**src/rtl/pc_sequencer.sv**
```systemverilog
// Program-counter sequencer for the fetch stage: boot/run/halt control, trap entry/return,
// redirects with misalignment trapping. Optional return-address stack under `PC_SEQ_RAS_EN.
//
// state  | meaning
// BOOT   | first cycle after reset, controls ignored, PC = RESET_VECTOR
// RUN    | fetching, next PC chosen by priority
// HALTED | PC frozen, only trap_i or resume_i leave
module pc_sequencer #(
  parameter int              XLEN         = 32,
  parameter logic [XLEN-1:0] RESET_VECTOR = 'h0040_0000,
  parameter logic [XLEN-1:0] TRAP_VECTOR  = 'h0040_0180,
  parameter int              INSTR_BYTES  = 4,
  parameter int              RAS_DEPTH    = 4
) (
  input  logic            clk,
  input  logic            rst,
  input  logic            stall_i,
  input  logic            halt_i,
  input  logic            resume_i,
  input  logic            redirect_valid_i,
  input  logic [XLEN-1:0] redirect_target_i,
  input  logic            trap_i,
  input  logic            trap_ret_i,
  input  logic            call_i,
  input  logic [XLEN-1:0] link_addr_i,
  input  logic            ret_i,
  output logic [XLEN-1:0] pc_o,
  output logic [XLEN-1:0] pc_plus_o,
  output logic [XLEN-1:0] epc_o,
  output logic            fetch_valid_o,
  output logic            misaligned_o,
  output logic            ras_empty_o
);

  localparam int OFF_W = $clog2(INSTR_BYTES);

  typedef enum logic [1:0] {BOOT, RUN, HALTED} state_t;

  state_t          state, state_nxt;
  logic [XLEN-1:0] pc_nxt, epc_nxt;
  logic            mis_nxt;
  logic            target_mis;
  logic            ras_hit;
  logic            ras_pop;
  logic [XLEN-1:0] ras_top;

  assign pc_plus_o     = pc_o + XLEN'(INSTR_BYTES);
  assign fetch_valid_o = (state == RUN);
  assign target_mis    = |redirect_target_i[OFF_W-1:0];

  always_ff @(posedge clk) begin
    if (!rst) begin
      state        <= BOOT;
      pc_o         <= RESET_VECTOR;
      epc_o        <= '0;
      misaligned_o <= 1'b0;
    end else begin
      state        <= state_nxt;
      pc_o         <= pc_nxt;
      epc_o        <= epc_nxt;
      misaligned_o <= mis_nxt;
    end
  end

  // Halt only wins over sequential flow, stall and RAS returns; control transfers beat it.
  always_comb begin
    state_nxt = state;
    pc_nxt    = pc_o;
    epc_nxt   = epc_o;
    mis_nxt   = 1'b0;
    ras_pop   = 1'b0;
    case (state)
      BOOT: state_nxt = RUN;
      RUN: begin
        if (trap_i) begin
          pc_nxt  = TRAP_VECTOR;
          epc_nxt = pc_o;
        end else if (trap_ret_i) begin
          pc_nxt = epc_o;
        end else if (redirect_valid_i && !target_mis) begin
          pc_nxt = redirect_target_i;
        end else if (redirect_valid_i) begin
          pc_nxt  = TRAP_VECTOR;
          epc_nxt = redirect_target_i;
          mis_nxt = 1'b1;
        end else if (halt_i) begin
          state_nxt = HALTED;
        end else if (ret_i && ras_hit) begin
          pc_nxt  = ras_top;
          ras_pop = 1'b1;
        end else if (!stall_i) begin
          pc_nxt = pc_plus_o;
        end
      end
      HALTED: begin
        if (trap_i) begin
          pc_nxt    = TRAP_VECTOR;
          epc_nxt   = pc_o;
          state_nxt = RUN;
        end else if (resume_i) begin
          state_nxt = RUN;
        end
      end
      default: state_nxt = BOOT;
    endcase
  end

`ifdef PC_SEQ_RAS_EN
  localparam int PTR_W = (RAS_DEPTH > 1) ? $clog2(RAS_DEPTH) : 1;
  localparam int CNT_W = $clog2(RAS_DEPTH + 1);

  logic [XLEN-1:0]  ras_mem [RAS_DEPTH];
  logic [PTR_W-1:0] sp, sp_inc, sp_dec;
  logic [CNT_W-1:0] cnt;
  logic             ras_push;

  assign ras_push    = call_i && !trap_i && (state != BOOT);
  assign sp_inc      = (sp == PTR_W'(RAS_DEPTH - 1)) ? '0 : sp + 1'b1;
  assign sp_dec      = (sp == '0) ? PTR_W'(RAS_DEPTH - 1) : sp - 1'b1;
  assign ras_hit     = (cnt != '0);
  assign ras_top     = ras_mem[sp];
  assign ras_empty_o = (cnt == '0);

  // sp points at the top entry; a full push overwrites the oldest slot by wrapping.
  always_ff @(posedge clk) begin
    if (!rst) begin
      sp  <= '0;
      cnt <= '0;
    end else if (ras_push && !ras_pop) begin
      sp <= sp_inc;
      if (cnt != CNT_W'(RAS_DEPTH)) cnt <= cnt + 1'b1;
    end else if (ras_pop && !ras_push) begin
      sp  <= sp_dec;
      cnt <= cnt - 1'b1;
    end
  end

  always_ff @(posedge clk) begin
    if (rst && ras_push) begin
      if (ras_pop) ras_mem[sp] <= link_addr_i;
      else         ras_mem[sp_inc] <= link_addr_i;
    end
  end
`else
  logic unused_ras;
  assign unused_ras  = ^{call_i, ret_i, link_addr_i, ras_pop};
  assign ras_hit     = 1'b0;
  assign ras_top     = '0;
  assign ras_empty_o = 1'b1;
`endif

endmodule

```
**config.mk**
```make
export PLATFORM = sky130hd
export DESIGN_NAME = pc_sequencer
export DESIGN_NICKNAME = d
export VERILOG_FILES = /design/src/rtl/pc_sequencer.sv
export SDC_FILE = /design/constraint.sdc
export NUM_CORES = 1
export LEC_CHECK = 0
export ABC_AREA = 1
export BUFFER_PORTS_ARGS = -buffer_cell sky130_fd_sc_hd__buf_4
export CAP_MARGIN = 20
export CORE_MARGIN = 1
export CORE_UTILIZATION = 45
export CTS_CLUSTER_DIAMETER = 200
export CTS_CLUSTER_SIZE = 40
export DETAILED_ROUTE_END_ITERATION = 12
export PLACE_DENSITY = 0.78
export REMOVE_ABC_BUFFERS = 1
export SETUP_SLACK_MARGIN = 0.4
export SLEW_MARGIN = 20
export SYNTH_ARGS = -nofsm -noshare
export SYNTH_HDL_FRONTEND = slang
export SYNTH_SLANG_ARGS = --single-unit
```
**constraint.sdc**
```tcl
create_clock -name clk -period 1.7 [get_ports clk]
set_clock_uncertainty 0.15 [all_clocks]
set_input_delay 0.17 -clock clk [delete_from_list [all_inputs] [get_ports clk]]
set_output_delay 0.17 -clock clk [all_outputs]
set_load 0.05 [all_outputs]
```
==> out/metrics.yaml, run 1 <==
cts_root_buffer: "clkbuf_8"
synthDistinctLibCells: 37
worst-ep-kind: "primary output"
place_hpwl_mm: 11.2
cts.sinks: 67
die_w_um: 102
io_pins: 173
yosys.area.top_type: "dfxtp_1"
grt_max_degree: 32
start_util_pct: 46.2
rows: 36
error_line: "[ERROR DPL-0038] Utilization greater than 100%, impossible to legalize"
port_buffers: 137
cts_buffers: 9
yosysSeqAreaShare_pct: 30.0
syn_inst: 747
lastStage: "5_1_grt"
ys_warn_count: 0
cts_buffer_depth: 2
async_flop_share_pct: 0
synthTopCellsByArea: "dfxtp_1 (30%), nand2_1 (20%), a21oi_1 (9.6%)"
synth.avg_cell_area_um2: 5.99
ys_seq_elements: 67
synth-edff-count: 0
grt-worst-endpoint: "pc_plus_o[20]"
outcome: "did not finish"
yosysTopAreaCellShare_pct: 30.0
synth_area_um2: 4480
htreeDepth: 3
synth_ff_type: "dfxtp_1"
die_height_um: 102
gp_congestion: 0.931
## metrics by stage
stage	hold slack (ns)	instances	setup slack, ns	cell area, um^2
after global placement	0.311	1057	-0.136	6140
after floorplan	0.0887	708	-1.27	4270
after detailed placement	0.308	1057	-0.222	6140
after CTS	0.0161	1137	-0.405	8280
## cells by family after synthesis
kind of cell | count (synthesis) | share of synthesized area (%)
AOI/OAI and AO/OA | 171 | 20.0
xor gates and xnor gates | 6 | 1.17
adders and majority gates | 4 | 1.12
buffers and inverters | 110 | 10.6
DFF | 67 | 30.0
muxes | 4 | 0.895
other | 1 | 0.0838
and+or+nand+nor | 384 | 36.2
## timing repair
item                       4_1_cts
cloned                          11
setup endpoints to repair      127
setup buffers                   32
hold buffers                    22
pin swaps                       49
hold endpoints to repair        22
resized for setup              369
## cells in the mapped netlist (8+ instances only)
master and n:
nor2_1 69, clkbuf_1 15, dfxtp_1 67, nand3_1 36, o21ai_1 8, and2_1 15, nand2_1 236, buf_2 15
a21oi_1 86, inv_1 63, o21ai_0 62, nor2_2 10
==> run 2, diff against run 1 <==
--- a/config.mk
+++ b/config.mk
@@ -9,13 +9,10 @@
 export BUFFER_PORTS_ARGS = -buffer_cell sky130_fd_sc_hd__buf_4
 export CAP_MARGIN = 20
 export CORE_MARGIN = 1
-export CORE_UTILIZATION = 45
-export CTS_CLUSTER_DIAMETER = 200
-export CTS_CLUSTER_SIZE = 40
+export CORE_UTILIZATION = 40
 export DETAILED_ROUTE_END_ITERATION = 12
-export PLACE_DENSITY = 0.78
+export PLACE_DENSITY_LB_ADDON = 0.15
 export REMOVE_ABC_BUFFERS = 1
-export SETUP_SLACK_MARGIN = 0.4
 export SLEW_MARGIN = 20
 export SYNTH_ARGS = -nofsm -noshare
 export SYNTH_HDL_FRONTEND = slang
==> constraint.sdc (replaced) <==
create_clock -name clk -period 2.21 [get_ports clk]
set_clock_uncertainty 0.15 [all_clocks]
set_input_delay 0.221 -clock clk [delete_from_list [all_inputs] [get_ports clk]]
set_output_delay 0.221 -clock clk [all_outputs]
set_load 0.05 [all_outputs]
==> out/metrics.yaml, run 2 <==
synthTopCellsByArea: "dfxtp_1 (30%), nand2_1 (20%), a21oi_1 (9.6%)"
gp_congestion: 0.886  # -4.8%
antenna_cells_inserted: 0
outcome: "finished, final reports clean"
startpoint_type: "register"
antenna_found_initial: 0
crit_chain: "nand2_1 > nor2_1 > nand2_1 > nor2_1 > nand2_1 > nand2_1 > and2_1 > buf_4"
final_nets: 964
grt.overflow.total: 0
die_height_um: 108  # +5.9%
reg2reg_to: "pc_o[22]"
area_growth_pct: 37.3
cp_slowest_cell: "dfxtp_2"
gr-usage-all-layers_pct: 27.4
clk_latency_ns: 0.35
final_cell_mix: "nand2_1 (229), buf_4 (156), a21oi_1 (86), inv_1 (62), o21ai_0 (60)"
drc: 0
io_pins: 173  # unchanged
drt_iter0_markers: 316
ff2ff_setup_slack_ns: 0.14
hold_path_depth: 3
synth_ff_type: "dfxtp_1"
worstRegToRegCells: 12
ys_seq_elements: 67  # unchanged
max_freq_ghz: 0.463
cts_buffer_depth: 2  # unchanged
synth-edff-count: 0  # unchanged
dr.pass1.iters: 5
hold_viol_final: 0
arrival_ns: 1.79
synth.avg_cell_area_um2: 5.99  # unchanged
place_hpwl_mm: 11.2  # -0.17%
rsz0062_at_grt: "yes"
viasPerCell: 5.24
synthDistinctLibCells: 37  # unchanged
final.period_utilization_pct: 97.6
synth_area_um2: 4480  # unchanged
r2r_start: "state[0]"
setup_tns_ns: 0
setup_violations: 0
wl_per_cell_um: 15.3
min_period_ns: 2.16
worstSetupPathType: "reg2out"
core_um2: 10900
grt_max_degree: 39
critPathRequiredTime_ns: 1.84
reg_top3: "epc_o x32, pc_o x32, state x2"
cts_root_buffer: "clkbuf_8"
finalWirelength_mm: 15.7
crit_fanout: 6
finalMaxSlewViolations: 0
yosysTopAreaCellShare_pct: 30.0  # unchanged
setup_slack_ns: 0.0521
start_util_pct: 41.1  # -5.1 points
port_buffers: 137  # unchanged
drv_cap: 0
max-vdd-ir-drop_mv: 0.974
hp-start: "redirect_target_i[30]"
slowest_delay_ns: 0.41
cp-end-kind: "output pin"
cts_tree: "built"
grt_pass1_wl_mm: 24.7
die_area_um2: 11600
syn_inst: 747  # unchanged
synth_common_cells: "nand2_1 (236), a21oi_1 (86), nor2_1 (69)"
layout_commonest_cell: "nand2_1"
ant_nets: 0
hold_slack_ns: 0.0121
die_w_um: 108  # +5.9%
min-delay-path-class: "in2reg"
rows: 38  # +5.6%
yosysSeqAreaShare_pct: 30.0  # unchanged
ys_warn_count: 0  # unchanged
preCtsSetupSlack_ns: 0.150  # +0.372 ns
yosysMostFrequentCell: "nand2_1"
hold_path_end: "epc_o[30]"
cts-hold-fix-buffers: 0  # -100%
async_flop_share_pct: 0  # unchanged
dr_total_vias: 5372
htreeDepth: 3  # unchanged
path_clk_slew_ns: 0.07
p_per_area_nw_per_um2: 1010
yosys.area.top_type: "dfxtp_1"
n_fill_cell: 1075
p_leak_uw: 0.00271
cts_buffers: 9  # unchanged
cts.sinks: 67  # unchanged
crit_top_cell: "nand2_1"
grt_pass1_vias: 4913
drive_above_1_share_pct: 29.0
[run 2: cell counts after synthesis]
No cell type changed its count.
[run 2: cell families (layout without fill, tap and decap cells)]
kind of cell | Yosys count | in the layout | share of synthesized area, %
AND/OR/NAND/NOR | 384 | 384 | 36.2
AO/OA/AOI/OAI | 171 | 171 | 20.0
buffers and inverters | 110 | 249 | 10.6
flip-flops | 67 | 67 | 30.0
XOR/XNOR | 6 | 6 | 1.17
adder cells (fa/ha/maj) | 4 | 4 | 1.12
multiplexers | 4 | 4 | 0.895
other | 1 | 1 | 0.0838
[run 2: what timing repair did]
item                       4_1_cts  5_1_grt
gates resized for setup         37       55
pin swaps                        4        8
buffers inserted                 4        3
setup endpoints to repair       23       22
[run 2: worst max-delay path by stage]
stage	from	endpoint	slack (ns)	depth (start not counted)
finish	pc_o[13]	pc_plus_o[25]	0.05	8
global route	pc_o[2]	pc_plus_o[20]	-0.03	8
CTS	pc_o[17]	pc_plus_o[27]	0.0007	7
detailed placement	pc_o[3]	pc_plus_o[28]	0.15	8
global placement	pc_o[3]	pc_plus_o[28]	0.17	8
floorplan	pc_o[2]	pc_o[7]	-0.76	8
[run 2: through the flow]
stage	instances	instance area, um^2	power (uW)	utilization, %
floorplan	708	4270	4010	-
global placement	1008	5690	5230	52.2
detailed placement	1008	5690	5300	52.2
CTS	1023	5950	6170	54.7
global route	1026	6140	6510	56.4
finish	1026	6140	6200	56.4
[run 2: routing by layer]
layer  GRT usage, %  routed length (um)  vias up
li1               -                   -     2680
met1           35.9                7180     2494
met2           47.3                7470      181
met3           2.85                 885       17
met4           7.83                 204        0
met5              0                   0        -
[run 2: layout make-up]
class                      count  area [um^2]  share of cell area [%]
timing repair buffer         167         1330                    21.6
tap                          140          175                    2.85
multi-input combinational    570         2840                    46.2
clock inverter                 1         5.00                  0.0814
clock buffer                  10          138                    2.24
sequential                    67         1400                    22.7
inverter                      71          267                    4.34
[run 2: power breakdown]
| group | switching (uW) | internal (uW) |
|---|---|---|
| clock | 466 | 405 |
| combinational | 2510 | 1030 |
| sequential | 262 | 1510 |
| total | 3240 | 2950 |
[run 2: critical path, delay by kind of cell (launching register included)]
| family | cells | cell delay (ns) |
|---|---|---|
| flip-flops | 1 | 0.41 |
| buffers and inverters | 1 | 0.20 |
| AND/OR/NAND/NOR | 7 | 0.84 |
Power figures use the tool's default switching activity.
